**src/rtl/fetch_pkg.sv**
```systemverilog
// rtl/fetch_pkg.sv - shared fetch-unit types, instruction field positions and opcodes
// Contents: state_e (fetch FSM states), instruction field bit positions,
// OP_JMP / OP_HALT opcode values shared with the control unit.
package fetch_pkg;

  typedef enum logic [1:0] {
    S_FETCH = 2'd0,
    S_EXEC  = 2'd1,
    S_HALT  = 2'd2
  } state_e;

  localparam int OP_MSB  = 31;
  localparam int OP_LSB  = 24;
  localparam int RD_MSB  = 23;
  localparam int RD_LSB  = 20;
  localparam int RS_MSB  = 19;
  localparam int RS_LSB  = 16;
  localparam int IMM_MSB = 15;
  localparam int IMM_LSB = 0;

  localparam logic [7:0] OP_JMP  = 8'h05;
  localparam logic [7:0] OP_HALT = 8'hFF;

endpackage

```
**src/rtl/program_counter.sv**
```systemverilog
// rtl/program_counter.sv - PC register with load, increment and hold
// Ports:
//   clk, rst  : clock, asynchronous active-high reset (pc -> 0)
//   load_en   : load load_val (has priority over inc_en)
//   load_val  : jump target
//   inc_en    : pc <= pc + 1, wrapping modulo 2^PC_W
//   pc        : current program counter
module program_counter #(
  parameter int PC_W = 8
) (
  input  logic            clk,
  input  logic            rst,
  input  logic            load_en,
  input  logic [PC_W-1:0] load_val,
  input  logic            inc_en,
  output logic [PC_W-1:0] pc
);

  logic [PC_W-1:0] pc_q;
  logic [PC_W-1:0] pc_d;

  always_comb begin
    pc_d = pc_q;
    if (load_en) begin
      pc_d = load_val;
    end else if (inc_en) begin
      pc_d = pc_q + 1'b1;
    end
  end

  always_ff @(posedge clk or posedge rst) begin
    if (rst) begin
      pc_q <= '0;
    end else begin
      pc_q <= pc_d;
    end
  end

  assign pc = pc_q;

endmodule

```
**src/rtl/instruction_fetch_unit.sv**
```systemverilog
// rtl/instruction_fetch_unit.sv - fetch/execute sequencer owning PC and instruction register
// Optional feature macro: FETCH_ICOUNT_EN (adds 32-bit executed-instruction counter port icount).
// Ports:
//   clk, rst                      : clock, asynchronous active-high reset
//   imem_req/imem_addr            : fetch request and address (address = pc)
//   imem_valid/imem_rdata         : fetch response, accepted only while requesting in S_FETCH
//   opcode/rd/rs/imm              : registered instruction fields
//   exec_valid                    : high for the single execute cycle
//   jump/halt                     : control-unit decisions, sampled in the execute cycle
//   pc, halted                    : program counter, core-stopped flag
//   icount (FETCH_ICOUNT_EN only) : executed-instruction count
module instruction_fetch_unit
  import fetch_pkg::*;
#(
  parameter int PC_W    = 8,
  parameter int INSTR_W = 32
) (
  input  logic               clk,
  input  logic               rst,
  output logic               imem_req,
  output logic [PC_W-1:0]    imem_addr,
  input  logic               imem_valid,
  input  logic [INSTR_W-1:0] imem_rdata,
  output logic [7:0]         opcode,
  output logic [3:0]         rd,
  output logic [3:0]         rs,
  output logic [15:0]        imm,
  output logic               exec_valid,
  input  logic               jump,
  input  logic               halt,
  output logic [PC_W-1:0]    pc,
  output logic               halted
`ifdef FETCH_ICOUNT_EN
  ,
  output logic [31:0]        icount
`endif
);

  state_e             state_q;
  state_e             state_d;
  logic               req_q;
  logic               req_d;
  logic [INSTR_W-1:0] ir_q;
  logic [INSTR_W-1:0] ir_d;
  logic               pc_load;
  logic               pc_inc;
  logic               fetch_done;

  // req_q is registered so the request stays low in the first cycle after
  // reset; a response is only taken while the request is actually up.
  assign fetch_done = (state_q == S_FETCH) && req_q && imem_valid;

  always_comb begin
    state_d = state_q;
    ir_d    = ir_q;
    pc_load = 1'b0;
    pc_inc  = 1'b0;
    case (state_q)
      S_FETCH: begin
        if (fetch_done) begin
          ir_d    = imem_rdata;
          state_d = S_EXEC;
        end
      end
      S_EXEC: begin
        // halt outranks jump: pc is left pointing at the halt instruction
        if (halt) begin
          state_d = S_HALT;
        end else begin
          state_d = S_FETCH;
          if (jump) begin
            pc_load = 1'b1;
          end else begin
            pc_inc = 1'b1;
          end
        end
      end
      S_HALT: begin
        state_d = S_HALT;
      end
      default: begin
        state_d = S_FETCH;
      end
    endcase
    req_d = (state_d == S_FETCH);
  end

  always_ff @(posedge clk or posedge rst) begin
    if (rst) begin
      state_q <= S_FETCH;
      req_q   <= 1'b0;
      ir_q    <= '0;
    end else begin
      state_q <= state_d;
      req_q   <= req_d;
      ir_q    <= ir_d;
    end
  end

  // Jump target is the low PC_W bits of imm (PC_W must not exceed 16).
  program_counter #(
    .PC_W (PC_W)
  ) u_pc (
    .clk      (clk),
    .rst      (rst),
    .load_en  (pc_load),
    .load_val (imm[PC_W-1:0]),
    .inc_en   (pc_inc),
    .pc       (pc)
  );

  assign imem_req   = req_q;
  assign imem_addr  = pc;
  assign opcode     = ir_q[OP_MSB:OP_LSB];
  assign rd         = ir_q[RD_MSB:RD_LSB];
  assign rs         = ir_q[RS_MSB:RS_LSB];
  assign imm        = ir_q[IMM_MSB:IMM_LSB];
  assign exec_valid = (state_q == S_EXEC);
  assign halted     = (state_q == S_HALT);

`ifdef FETCH_ICOUNT_EN
  logic [31:0] icount_q;
  logic [31:0] icount_d;

  // Counting only in S_EXEC freezes the count once halted.
  always_comb begin
    icount_d = icount_q;
    if (state_q == S_EXEC) begin
      icount_d = icount_q + 32'd1;
    end
  end

  always_ff @(posedge clk or posedge rst) begin
    if (rst) begin
      icount_q <= '0;
    end else begin
      icount_q <= icount_d;
    end
  end

  assign icount = icount_q;
`endif

endmodule
```
**config.mk**
```make
export PLATFORM = sky130hd
export DESIGN_NAME = instruction_fetch_unit
export DESIGN_NICKNAME = d
export VERILOG_FILES = /design/src/rtl/fetch_pkg.sv /design/src/rtl/program_counter.sv /design/src/rtl/instruction_fetch_unit.sv
export SDC_FILE = /design/constraint.sdc
export NUM_CORES = 1
export LEC_CHECK = 0
export CORE_ASPECT_RATIO = 1.25
export CORE_MARGIN = 2
export CORE_UTILIZATION = 35
export DETAILED_ROUTE_END_ITERATION = 10
export GPL_TIMING_DRIVEN = 0
export PLACE_DENSITY_LB_ADDON = 0.1
export SETUP_SLACK_MARGIN = 0.05
export SKIP_LAST_GASP = 1
export SLEW_MARGIN = 20
export SYNTH_ARGS = -nofsm -noshare
export SYNTH_HDL_FRONTEND = slang
export SYNTH_SLANG_ARGS = --single-unit
```
**constraint.sdc**
```tcl
create_clock -name clk -period 2.2 [get_ports clk]
set_clock_uncertainty 0.15 [all_clocks]
set_input_delay 0.44 -clock clk [delete_from_list [all_inputs] [get_ports clk]]
set_output_delay 0.44 -clock clk [all_outputs]
set_load 0.02 [all_outputs]
```
After elaboration in Yosys (flattened, before gate mapping)
Cells that the tools add are included.
{"block": "op_classes", "add_sub_neg": 1, "n_reduce_logical": 6, "eq_ne": 2, "n_mux": 11}
{"operator": "$mux W8", "n": 2}
{"operator": "$add A8 B1 Y8 const B", "n": 1}
{"operator": "$mux W1", "n": 6}
{"operator": "$pmux W2 S3", "n": 1}
{"operator": "$logic_not A2 Y1", "n": 2}
{"operator": "$mux W2", "n": 2}
{"operator": "$eq A2 B1 Y1 const B", "n": 1}
{"operator": "$eq A2 B2 Y1 const B", "n": 1}
{"operator": "$logic_and A1 B1 Y1", "n": 2}
{"operator": "$reduce_and A2 Y1", "n": 1}
{"operator": "$reduce_bool A2 Y1", "n": 1}
{"block": "totals", "wordCells": 24, "in_bits": 37, "output_inout_bits": 51, "register_bits": 43}

Logic depth before layout (Yosys ltp)
{"block": "logic_depth", "depth_word": 6, "ltp_mapped": 4, "depth_no_buf": 4}

By module
A second synthesis with hierarchy kept.
{"block": "hier_totals", "cells_unflattened": 139, "hier_area_um2": 1986.9}
{"mod": "instruction_fetch_unit", "cells_per_inst": 89, "seq_area_each_um2": 875.8, "n_inst": 1, "area_each_um2": 1541.5}
{"mod": "program_counter", "cells_per_inst": 50, "seq_area_each_um2": 200.2, "n_inst": 1, "area_each_um2": 445.4}

Worst setup path after synthesis
OpenSTA, ideal clock, no wires.
{"block": "synth_path", "kind": "flip-flop to flip-flop", "startpoint": "register req_q, in the netlist imem_req", "endpoint": "register ir_q[10]", "t_arrival_ns": 1.390, "period_less_slack_ns": 1.664, "path_stages_with_launch": 5, "slack_ns": 0.536, "setup_time_ns": 0.125, "required_time_ns": 1.925, "path_buffers": 1, "cell_sequence": "dfrtp_1 > nand2_1 > nor3_2 > buf_4 > mux2_2"}
{"block": "synth_via", "elab_chain_len": 3}
{"element": "start, declared", "line": "instruction_fetch_unit.sv:41", "text": "logic req_q;"}
{"element": "start signal, assigned", "line": "instruction_fetch_unit.sv:95", "text": "req_q <= req_d;"}
{"element": "$logic_and A1 B1 Y1 (2 in a row)", "line": "instruction_fetch_unit.sv:51", "text": "assign fetch_done = (state_q == S_FETCH) && req_q && imem_valid;"}
{"element": "$reduce_and A2 Y1 (no line)"}
{"element": "end signal, assigned", "line": "instruction_fetch_unit.sv:96", "text": "ir_q <= ir_d;"}
{"element": "end, declared", "line": "instruction_fetch_unit.sv:43", "text": "logic [INSTR_W-1:0] ir_q;"}
No other way between the ends.
A chain may end at the register's enable or synchronous reset.

Worst setup path in the final report
{"block": "layout_path", "startpoint": "register u_pc.pc_q[2], in the netlist u_pc.pc[2]", "endpoint": "output port pc[2]"}
{"element": "start, declared", "line": "program_counter.sv:19", "text": "logic [PC_W-1:0] pc_q;"}
{"element": "start signal, assigned", "line": "program_counter.sv:35", "text": "pc_q <= pc_d;"}
{"element": "end, declared", "line": "instruction_fetch_unit.sv:31", "text": "output logic [PC_W-1:0] pc,"}
No word-level cell between the ends.

==> impl_metrics.env <==
export IMPL_dp_cells=294
export IMPL_yosysWarnings=0
export IMPL_r2r_start="state_q[0]"
export IMPL_max_freq_ghz=0.480
export IMPL_final_nets=277
export IMPL_ir_worst_vdd_mv=0.630
export IMPL_critPathTopFamily="buffers and inverters"
export IMPL_grtUsageTotal=0.142
export IMPL_period_share=0.947
export IMPL_syn_area_per_cell_um2=13.1
export IMPL_grt_max_degree=27
export IMPL_gp_congestion=0.702
export IMPL_regArea_mm2=0.00108
export IMPL_final_cells=302
export IMPL_mostFrequentLayoutCell="clkdlybuf4s50_1"
export IMPL_insertion_delay_ps=290
export IMPL_routed_wl_um=4200
export IMPL_synth_top_area_share=0.568
export IMPL_cts_max_level=2
export IMPL_critPathCaptureType="primary output"
export IMPL_grt_setup_unrepaired="no"
export IMPL_reg2reg_depth=3
export IMPL_viasPerCell=4.91
export IMPL_grt_ovfl_total=0
export IMPL_relSlewSlack=0.660
export IMPL_initial_core_util=0.367
export IMPL_r2r_slack_ps=420
export IMPL_ys_ff_latch=43
export IMPL_stdcell_area_mm2=0.00297
export IMPL_synthCells=145
export IMPL_drv_cap=0
export IMPL_io_buffers=86
export IMPL_async_reset_ff_frac=1.00
export IMPL_drt_initial_drc_count=64
export IMPL_dieWidth_um=69.8
export IMPL_cts_tree="built"
export IMPL_final_max_slew_violation_count=0
export IMPL_route_detailed_drc=0
export IMPL_vias=1484
export IMPL_seq_area_frac_synth=0.568
export IMPL_setup_ws_ps=116
export IMPL_setup_worst_path_end="pc[2]"
export IMPL_post_dp_cell_area_mm2=0.00285
export IMPL_hold_buffers=0
export IMPL_crit_arrival_ps=1490
export IMPL_numCtsBuffers=5
export IMPL_num_antenna_cells=0
export IMPL_path_class="flop to primary output"
export IMPL_clock_sinks=43
export IMPL_ys_flop_type="dfrtp_1"
export IMPL_grt_pass1_wl_um=6830
export IMPL_synth_nets=183
export IMPL_critical_path_cell_count=2
export IMPL_r2r_end="ir_q[5]"
export IMPL_cellLeakagePower_nw=1.24
export IMPL_critPathLaunchType="flop"
export IMPL_area_delta_synth_final_pct=56.8
export IMPL_fillers=447
export IMPL_num_rows=29
export IMPL_layout_common_cells="clkdlybuf4s50_1 (84), dfrtp_1 (41), mux2_2 (33), buf_4 (11), clkbuf_8 (6)"
export IMPL_yosys_area_top_type="dfrtp_1"
export IMPL_root_buffer="clkbuf_8"
export IMPL_synth_edf_count=0
export IMPL_multiInputGateArea_um2=709
export IMPL_post_place_ws_ps=-131
export IMPL_dieHeight_um=86.2
export IMPL_ant_nets=0
export IMPL_synth_area_top_cells="dfrtp_1 (57%), mux2_2 (20%), buf_4 (4.4%)"
export IMPL_ios=88
export IMPL_hp_class="input pin to asynchronous set/reset pin"
export IMPL_slowest_stage="clkdlybuf4s50_1"
export IMPL_cellPowerDensity_mw_per_mm2=1470
export IMPL_grt_pass1_vias=1470
export IMPL_drive_above_1_share=0.250
export IMPL_worst_path_buf_inv=2
export IMPL_path_clk_slew_ps=80
export IMPL_core_area_mm2=0.00515
export IMPL_wl_per_cell_um=13.9
export IMPL_antenna_found_initial=0
export IMPL_status="finished, final reports clean"
export IMPL_crit_start="u_pc.pc[2]"
export IMPL_setup_viol=0
export IMPL_cp_max_fo=8
export IMPL_cts_buffer_depth=2
export IMPL_cp_data_required_time_ps=1610
export IMPL_hold_viol_final=0
export IMPL_setup_tns_ps=0
export IMPL_synth_cell_type_count=33
export IMPL_min_period_ps=2080
export IMPL_hpwlAfterDp_um=3110
export IMPL_drt_first_pass_iters=4
export IMPL_crit_path_cell_trace="buf_4, clkdlybuf4s50_1"
export IMPL_cpPeakStageDelay_ps=590
export IMPL_die_area_mm2=0.00602
export IMPL_worst_slew_pin_transition_ps=507
export IMPL_mappedNetlistArea_mm2=0.00189
power breakdown:
part           switching [mW]  internal [mW]  leakage, nW
Sequential              0.285           1.17        0.510
Combinational            1.01           1.25        0.670
Clock                   0.263          0.367       0.0612
registers in the layout, indices dropped and copies added, names as in the netlist:
register	flops
u_pc.pc	8
ir_q	32
imem_req	1
state_q	2
metrics by stage:
step,util,hold slack (ps),total power [mW]
2_1_floorplan,-,428,2.67
3_3_place_gp,0.550,339,3.74
3_5_place_dp,0.553,345,3.77
4_1_cts,0.576,311,4.41
5_1_grt,0.576,327,4.60
6_report,0.576,299,4.35
worst reg2reg max path, stage by stage (launching register included):
cell     delay [ps]
dfrtp_1         420
nor3_2          470
buf_4           290
mux2_2          350
cell usage after synthesis, types with 2 or more instances:
master,n
clkbuf_1,2
nand4_1,2
and3_1,2
nor2_1,3
nor3b_1,3
mux2_2,33
o21ai_0,4
buf_2,2
inv_1,2
a21oi_1,4
nor2b_1,2
buf_4,11
nand3_1,3
dfrtp_1,43
mux2i_1,4
nand2_1,5
nand2b_1,4
layer usage:
metal	GRT usage	wire length, µm	up-vias
li1	-	-	695
met3	0.0547	295	6
met5	0	0	-
met1	0.174	1750	732
met2	0.232	2100	51
met4	0.0472	53	0
timing repair:
item                       CTS  global route
setup buffers                0             0
setup endpoints to repair    2             2
resized for setup            2             2
area by class of cell:
type,count,area share
Clock inverter,2,0.0118
Clock buffer,6,0.0278
Tap cell,62,0.0261
Sequential cell,43,0.363
Inverter,2,0.00253
Timing Repair Buffer,87,0.296
Multi-Input combinational cell,85,0.239
Buffer,15,0.0337
worst min path at each step:
stage                       to  depth (start not counted)  startpoint
global route          ir_q[10]                          2         rst
floorplan           state_q[1]                          1        halt
finish                ir_q[10]                          2         rst
CTS                   ir_q[10]                          2         rst
global placement      ir_q[21]                          1    ir_q[21]
detailed placement    ir_q[25]                          1    ir_q[25]
cells by family (layout without fill, tap and decap cells):
group	after synthesis	after routing	synth area share
mux	37	37	0.217
simple gates	33	33	0.104
flops	43	43	0.568
buf+inv	17	112	0.0568
compound gates	14	14	0.0469
fa+ha+maj	1	1	0.00661
(Power assumes the default switching activity.)
